<file path="config.mk">
export PLATFORM = sky130hd
export DESIGN_NAME = lfsr25_gen
export DESIGN_NICKNAME = d
export VERILOG_FILES = /design/src/rtl/lfsr_pkg.sv /design/src/rtl/lfsr25_gen.sv
export SDC_FILE = /design/constraint.sdc
export NUM_CORES = 1
export LEC_CHECK = 0
export BUFFER_PORTS_ARGS = -buffer_cell sky130_fd_sc_hd__buf_2
export CORE_UTILIZATION = 55
export DETAILED_ROUTE_END_ITERATION = 10
export PLACE_DENSITY = 0.86
export SYNTH_ARGS = -nofsm -noshare
export SYNTH_HDL_FRONTEND = slang
export SYNTH_SLANG_ARGS = --single-unit
export TNS_END_PERCENT = 5
</file>
<file path="constraint.sdc">
create_clock -name Clk -period 3.28 [get_ports Clk]
set_input_delay 0.656 -clock Clk [delete_from_list [all_inputs] [get_ports Clk]]
set_output_delay 0.656 -clock Clk [all_outputs]
set_load 0.03 [all_outputs]
</file>
<file path="src/rtl/lfsr_pkg.sv">
// Purpose : shared constants, state encoding and step function for the 25-bit LFSR source.
// Latency : n/a (package only).
// Backpressure: n/a (package only).
package lfsr_pkg;

  localparam int LFSR_W = 25;
  localparam int TAP_HI = 24;
  localparam int TAP_LO = 21;

  localparam logic [LFSR_W-1:0] DEFAULT_SEED = 25'h1ACE1E5;

  typedef enum logic [1:0] {
    IDLE   = 2'd0,
    WARMUP = 2'd1,
    RUN    = 2'd2,
    STEP   = 2'd3
  } state_t;

  // Fibonacci step for x^25 + x^22 + 1. A nonzero state never maps to zero,
  // so the generator cannot lock up once seeded with a nonzero value.
  function automatic logic [LFSR_W-1:0] lfsr_step(input logic [LFSR_W-1:0] q);
    return {q[LFSR_W-2:0], q[TAP_HI] ^ q[TAP_LO]};
  endfunction

endpackage

</file>
<file path="src/rtl/lfsr25_gen.sv">
// Purpose : 25-bit Fibonacci LFSR word source with seeding, warm-up and sample stride.
// Latency : seed to first valid word is WARMUP_CYCLES+1 edges; one word per cycle when STRIDE==1.
// Backpressure: out_ready low while out_valid holds lfsr_out and the LFSR state frozen.
//
// Ports:
//   Clk, Reset  - clock and asynchronous active-high reset
//   seed_load   - one-cycle seed request (highest priority, any state)
//   seed        - seed value, zero is replaced by DEFAULT_SEED
//   out_ready   - consumer takes lfsr_out this cycle
//   lfsr_out    - current LFSR word (always equals the state register)
//   out_valid   - lfsr_out is a valid sample (RUN state)
//   busy        - warm-up or stride stepping in progress
//   sample_cnt  - number of accepted samples, wraps at 2^32
module lfsr25_gen
  import lfsr_pkg::*;
#(
  parameter int                WARMUP_CYCLES = 32,
  parameter int                STRIDE        = 1,
  parameter logic [LFSR_W-1:0] SEED_DEFAULT  = DEFAULT_SEED
) (
  input  logic                     Clk,
  input  logic                     Reset,
  input  logic                     seed_load,
  input  logic [LFSR_W-1:0]        seed,
  input  logic                     out_ready,
  output logic signed [LFSR_W-1:0] lfsr_out,
  output logic                     out_valid,
  output logic                     busy,
  output logic [31:0]              sample_cnt
);

  localparam logic [31:0] WARMUP_LOAD = 32'(WARMUP_CYCLES);
  localparam logic [31:0] STRIDE_LOAD = 32'(STRIDE - 1);

  state_t            state;
  logic [LFSR_W-1:0] q;
  logic [31:0]       cnt;
  logic              accept;

  // A seed request in the same cycle as a handshake wins and drops the handshake.
  assign accept    = out_valid & out_ready & ~seed_load;

  assign out_valid = (state == RUN);
  assign busy      = (state == WARMUP) || (state == STEP);
  assign lfsr_out  = $signed(q);

  always_ff @(posedge Clk or posedge Reset) begin
    if (Reset) begin
      state      <= IDLE;
      q          <= SEED_DEFAULT;
      cnt        <= '0;
      sample_cnt <= '0;
    end else if (seed_load) begin
      q <= (seed == '0) ? SEED_DEFAULT : seed;
      if (WARMUP_CYCLES == 0) begin
        state <= RUN;
        cnt   <= '0;
      end else begin
        state <= WARMUP;
        cnt   <= WARMUP_LOAD;
      end
    end else begin
      case (state)
        IDLE: begin
          // Unseeded: hold everything until the first seed request.
        end
        WARMUP, STEP: begin
          // Both count down one step per cycle; cnt==1 is the final step.
          q   <= lfsr_step(q);
          cnt <= cnt - 32'd1;
          if (cnt == 32'd1) begin
            state <= RUN;
          end
        end
        RUN: begin
          if (accept) begin
            q          <= lfsr_step(q);
            sample_cnt <= sample_cnt + 32'd1;
            // The accept itself is the first of STRIDE steps; the rest run in STEP.
            if (STRIDE > 1) begin
              state <= STEP;
              cnt   <= STRIDE_LOAD;
            end
          end
        end
        default: begin
          state <= IDLE;
        end
      endcase
    end
  end

endmodule

</file>
## Word-level counts from Yosys, hierarchy flattened

Index checks and enable logic that the tools add are counted.

| cells by class | value |
|---|---|
| bitwise operators | 4 |
| reductions and logical operators | 9 |
| $add $sub $neg | 2 |
| muxes and demuxes | 9 |
| equal/unequal tests | 5 |

Operators with widths:

| kind | count |
|---|---|
| 2-to-1 mux 25 bit | 3 |
| 2-to-1 mux 32 bit | 2 |
| case mux 25 bit (2 select lines) | 1 |
| adder 32 x 1 -> 32 bit (second input constant) | 1 |
| equality test 32 x 1 -> 1 bit (second input constant) | 1 |
| subtractor 32 x 1 -> 32 bit (second input constant) | 1 |
| zero test 25 bit | 1 |
| 2-to-1 mux 2 bit | 3 |
| equality test 2 bit (second input constant) | 2 |
| AND reduction 2 bit | 2 |
| nonzero test 2 bit | 2 |
| inequality test 3 x 2 -> 1 bit (second input constant) | 1 |
| AND reduction 3 bit | 1 |
| nonzero test 3 bit | 1 |
| AND 1 bit | 2 |
| equality test 2 x 1 -> 1 bit (second input constant) | 1 |
| OR reduction 2 bit | 1 |
| logical OR 1 bit | 1 |
| inverter 1 bit | 1 |
| bitwise XOR 1 bit | 1 |

| storage, ports and cells | value |
|---|---|
| flip-flop bits (word level) | 91 |
| logic and storage cells | 33 |
| output and inout port bits | 59 |
| bits of input ports | 29 |

## Longest topological paths before layout

Gate-level depths: netlist of the first run.

| depth | value |
|---|---|
| depth after elaboration | 6 |
| mapped depth | 7 |
| depth with buffers taken out | 6 |

## Worst setup path before layout of the first run

No wires, ideal clock.

| path | value |
|---|---|
| path kind | reg2reg |
| start | register cnt[0] |
| end | register cnt[29] |
| slack | 848 ps |
| buffers on the path | 1 |
| arrival time | 2307 ps |
| clock period less this slack | 2432 ps |
| data required time | 3155 ps |
| cell stages (with the launch flop) | 6 |
| setup time | 125 ps |
| cell sequence | dfrtp_1 > or4b_1 > or4_4 > buf_2 > nor4_1 > mux2_2 |

| between the ends | value |
|---|---|
| cells in the longest elaborated chain, start to end | 3 |

RTL lines:

| what | line | source |
|---|---|---|
| from (decl) | lfsr25_gen.sv:37 | `logic [31:0] cnt;` |
| from (signal assigned) | lfsr25_gen.sv:70 | `cnt <= cnt - 32'd1;` |
| subtractor 32 x 1 -> 32 bit | lfsr25_gen.sv:70 |  |
| 2-to-1 mux 32 bit | lfsr25_gen.sv:63 | `case (state)` |
| 2-to-1 mux 32 bit | lfsr25_gen.sv:53 | `end else if (seed_load) begin` |

No other way between the ends. The select of a mux whose other input is x is not followed.
A chain may end at the register's enable or synchronous reset.

## Worst setup path in the final report of the first run

| path | value |
|---|---|
| start | register cnt[14] |
| end | register cnt[26] |

Same word-level chain as after synthesis.

==> run metrics, run 1 <==
Fmax 376.2 MHz; Syn Nets 496; area leader, netlist dfrtp_1; relative slew slack 42.00%; final setup vio count 0; post-synth top area share 42.25%; Mapped Cells approximately 460; GRT Resource Usage Total between 20% and 30%; Starting Density just under 60%; synthesis-to-layout area growth 16.21%; Yosys reg bits slightly above 90; Seq/Total Area, Yosys approximately half; vias per cell a little under 6; xor-xnor portion of the synthesized cell area under 10%; actual slew at the worst max-slew pin roughly 860 ps; diodes inserted 0; CP max stage cell or4_1; worst path required time roughly 3600 ps; crit path cell chain or4_1 > or4_1 > or4b_2 > a21oi_1; CTS max path bufs 2; final cell count without fillers around 650; Hold-fix buffers, CTS 0; Avg Cell Area, Syn approximately 9.8 um2; core box area approximately 7900 um2; layout cells sized above 1 about 25%; Residual DRC 0; Worst-Skew Late Latency 370 ps; simple logic cell fraction of the synthesized area between 20% and 30%; die width between 90 and 100 um; CTS Sinks between 90 and 100; Clk pin slew, worst setup/hold paths around 90 ps; final hold slack approximately 360 ps; Lkg Pwr 2.559 nW; Area contributors post-synth dfrtp_1, dfstp_2, xor2_1, nor2_1, o21ai_0; largest family of logic cells by synthesized area simple AND/OR/NAND/NOR gates; row count 32; multiplexer share of the synthesized area 4.143%; Mapped Area between 4000 and 5000 um2; total grt overflow 0; VDD IR max between 0.3 and 0.4 mV; status completed; Die Height approximately 93 um; CTS tree built; Power Density about 560 nW/um2; placed cell count around 630; TNS Setup 0 ps; count of final hold-check violations 0; adder-cell area share of the yosys netlist less than 1%; Synthesis Warnings 0; IO buf count 87; initial antenna violation count 0; H-tree lvl count 3; post-synthesis cell type count 42; Compound-Gate Fraction of Synth Area about a tenth; routed wire length ~9800 um; Worst Path Arrival slightly below 3000 ps; Wirelength per Cell approximately 15 um; Worst path most repeated cell or4_1; final-report max-slew violation count 0; RSZ-0062 raised after global routing false; Fin Clk Skew 10.90 ps; global-route wire length before repair around 17000 um; DR pass1 iterations 4; largest fanout on the critical path 13; First DRT Iteration DRCs ~280; largest net degree at the start of global routing ~80; Hold WC Path Type primary input to async pin; Final Wtd Congestion roughly 0.83; # IOs 88; post-layout net count between 500 and 600; clk root buf clkbuf_8; post-CTS setup buffers 0; min Tclk post-route ~2700 ps; Num CTS Buffers 9; Tcrit/Tclk final between 80% and 90%; Setup CP Type flop to flop; DIE AREA roughly 8700 um2; vias between 3000 and 4000; vias in the first global route 3533; post-cts sizing count 0; DP Wirelength 6625 um; Setup crit end kind flop; Crit path largest cell delay 700 ps; most frequent cells in the layout buf_2, dfrtp_1, nor2_1, o21ai_0, xor2_1; most common cell after layout, fill and taps aside buf_2; post-route ant nets 0; Worst setup SP type flop; Max-Cap Viols 0
==> critical path: cells and delay by family, from the launching register on <==
kind,cells,cell delay [ps]
AND/OR/NAND/NOR,3,1950
flip-flops,1,440
AO/OA/AOI/OAI,1,180
==> layout make-up <==
class,count,area [um2]
tap,102,127.6
clock buffer,13,158.9
sequential,91,2295
fill,591,2587
inverter,10,38.79
timing repair buffer,93,493.0
clock inverter,3,46.29
multi-input combinational,337,2141
==> final timing paths <==
| path | from | end | slack, ps | cells past startpoint |
|---|---|---|---|---|
| min in group Clk | sample_cnt[20] | sample_cnt[20] | 490 | 1 |
| min reg2reg | sample_cnt[20] | sample_cnt[20] | 490 | 1 |
| max in group asynchronous | Reset | cnt[8] | 2210 | 3 |
| min | Reset | sample_cnt[26] | 360 | 2 |
| max | cnt[14] | cnt[26] | 620 | 4 |
| max reg2reg | cnt[14] | cnt[26] | 620 | 4 |
==> where the power goes <==
group	total, mW	switching [mW]	internal (mW)
clock	0.783	0.387	0.396
sequential	1.41	0.138	1.27
combinational	0.801	0.490	0.311
==> stage by stage <==
stage | utilization, % | area [um2] | setup WS [ps] | power, mW
finish | 67.20 | 5300 | 622.2 | 2.994
global route | 67.20 | 5300 | 539.8 | 3.149
detailed placement | 64.59 | 5095 | 664.2 | 2.219
floorplan | - | 4561 | 283.6 | 2.021
global placement | 64.59 | 5095 | 706.7 | 2.177
CTS | 67.20 | 5300 | 625.6 | 3.005
==> kinds of logic after synthesis <==
family / after synthesis
flip-flops: 91
multiplexers: 18
XOR/XNOR: 43
buffers and inverters: 36
AND/OR/NAND/NOR: 202
AO/OA/AOI/OAI: 71
adder cells (fa/ha/maj): 3
==> synthesized netlist by cell type (all sizes together) <==
| master | count |
|---|---|
| buf | 4 |
| o41ai | 1 |
| nor4b | 2 |
| mux2i | 11 |
| o22ai | 1 |
| xnor2 | 15 |
| nor2 | 57 |
| clkbuf | 22 |
| a22o | 14 |
| nor2b | 20 |
| and3 | 3 |
| a21o | 1 |
| and2b | 1 |
| dfrtp | 77 |
| nand2 | 23 |
| nor3 | 17 |
| or2 | 2 |
| nor4bb | 1 |
| o21bai | 1 |
| ha | 3 |
| nor4 | 18 |
| o21ai | 31 |
| and4bb | 1 |
| or3 | 12 |
| nand2b | 1 |
| or4 | 16 |
| nand4 | 8 |
| nor3b | 2 |
| a211oi | 2 |
| mux2 | 7 |
| inv | 10 |
| o31ai | 6 |
| or4b | 2 |
| and4 | 3 |
| a21oi | 14 |
| nand3 | 13 |
| xor2 | 28 |
| dfstp | 14 |
==> layer usage <==
metal  track usage [%]  routed length [um]  vias up
met4             7.821                 136        0
met3             6.585                 522       13
li1                  -                   -     1794
met1             32.88                4438     1839
met5                 0                   0        -
met2             37.13                4736      104
==> registers in the layout (all words and copies together), names as in the netlist <==
name and count:
state 2, sample_cnt 32, lfsr_out 25, cnt 32
(Power assumes the default switching activity.)
==> run 2, diff against run 1 <==
==> constraint.sdc (replaced) <==
create_clock -name Clk -period 2.6 [get_ports Clk]
set_input_delay 0.52 -clock Clk [delete_from_list [all_inputs] [get_ports Clk]]
set_output_delay 0.52 -clock Clk [all_outputs]
set_load 0.03 [all_outputs]
==> run 2 against run 1 <==
Die area did not move; power rose by 35%; clock skew rose by 8.5 ps; register-to-register slack got worse by 530 ps; wire length rose by 6.1%; utilization rose by 1.8 points; design area rose by 2.7%; maximum frequency rose by 6.1%.
==> run metrics, run 2 (synthesized netlist as in run 1, its figures left out) <==
status completed; Worst setup SP type flop; Final Wtd Congestion about 0.8; min Tclk post-route 2504 ps; R2R Path Start cnt[1]; post-route ant nets 0; die width between 90 and 100 um; synthesis-to-layout area growth 19.37%; vias in the first global route between 3000 and 4000; DP Wirelength a little over 7000 um; CTS Sinks 91; Num CTS Buffers 9; First DRT Iteration DRCs between 200 and 250; H-tree lvl count 3; vias per cell ~5.8; Crit path largest cell delay between 500 and 600 ps; Starting Density between 50 and 60%; CTS tree built; clk root buf clkbuf_8; CTS max path bufs 2; post-layout net count ~590; Hold-fix buffers, CTS 0; GRT Resource Usage Total approximately a quarter; core box area ~8000 um2; worst path required time ~2800 ps; count of final hold-check violations 0; DIE AREA 8660 um2; Clk pin slew, worst setup/hold paths approximately 90 ps; Worst Path Arrival 2740 ps; Fmax approximately 400 MHz; Setup CP Type flop to flop; Power Density between 700 and 800 nW/um2; CP max stage cell or4_4; relative slew slack ~64%; Tcrit/Tclk final between 90% and 100%; Fin Clk Skew between 15 and 20 ps; total grt overflow 0; TNS Setup 0 ps; layout cells sized above 1 between 20% and 30%; actual slew at the worst max-slew pin roughly 540 ps; routed wire length approximately 10000 um; vias 3838; top routing layer in use met4; Max-Cap Viols 0; # IOs just under 90; met2 routed WL between 5000 and 6000 um; Die Height 93.06 um; global-route wire length before repair approximately 17000 um; crit path from cnt[1]; Lkg Pwr roughly 2.6 nW; crit path cell chain or4b_1 > or4_4 > or4_1 > mux2_1; final setup vio count 0; RSZ-0062 raised after global routing false; IO buf count 87; Wirelength per Cell between 15 and 20 um; diodes inserted 0; most frequent cells in the layout buf_2, dfrtp_1, nor2_1, o21ai_0, xor2_1; VDD IR max about 0.37 mV; Hold WC Path Type primary input to async pin; largest net degree at the start of global routing 92; Worst-Skew Late Latency between 300 and 400 ps; final hold slack 291.1 ps; initial antenna violation count 0; DR pass1 iterations 5; largest fanout on the critical path 6; most common cell after layout, fill and taps aside buf_2; Setup crit end kind flop; Detail Route met3 WL 464 um; Residual DRC 0; row count 32; final-report max-slew violation count 0; WL met1 approximately 4600 um
[run 2: changes by cell type in the layout (fill, tap and decap cells not counted), sizes merged]
cell	before	now
clkbuf	13	10
buf	93	107
clkinv	2	1
inv	9	11
bufinv	1	2
clkinvlp	1	2
[run 2: final timing paths]
check / to / slack [ps] / depth (start not counted)
min in group Clk: lfsr_out[17] / 480 / 3
max reg2reg: cnt[21] / 100 / 4
max in group asynchronous: lfsr_out[18] / 1930 / 3
min reg2reg: sample_cnt[31] / 490 / 1
min: sample_cnt[19] / 290 / 3
max: cnt[21] / 100 / 4
[run 2: per-stage QoR]
| step | std cells | area (um2) | utilization, % | total power [mW] | setup WS (ps) |
|---|---|---|---|---|---|
| floorplan | 464 | 4564 | - | 2.550 | 167.8 |
| CTS | 661 | 5419 | 68.70 | 4.027 | 39.72 |
| global route | 663 | 5444 | 69.02 | 4.247 | 19.24 |
| global placement | 645 | 5187 | 65.77 | 2.866 | 127.4 |
| detailed placement | 645 | 5187 | 65.77 | 2.932 | 78.96 |
| finish | 663 | 5444 | 69.02 | 4.047 | 95.67 |
[run 2: routing by layer]
layer	global-route usage, %	up-vias
met2	41.05	110
met3	4.065	27
met5	0	-
met4	9.872	0
li1	-	1832
met1	33.01	1869
[run 2: critical path, delay by kind of cell (launching register included)]
kind	cells	cell delay (ps)
simple gates	3	1650
flops	1	410
mux	1	330
[run 2: final cells by class]
type	count	area, um2
clock inverters	6	93.84
well taps	102	127.6
clock buffers	10	137.6
fillers	572	2444
flip-flops and latches	91	2295
repair buffers	107	598.1
multi-input cells	337	2151
inverters	10	41.29
[run 2: where the power goes]
part / internal [mW] / switching, mW
clock: 0.577 / 0.519
sequential: 1.60 / 0.148
combinational: 0.510 / 0.689
total: 2.69 / 1.36
[run 2: repair_timing]
| action | CTS | global route |
|---|---|---|
| setup endpoints to repair | 0 | 9 |
| setup buffers | 0 | 2 |
| gates resized for setup | 0 | 2 |
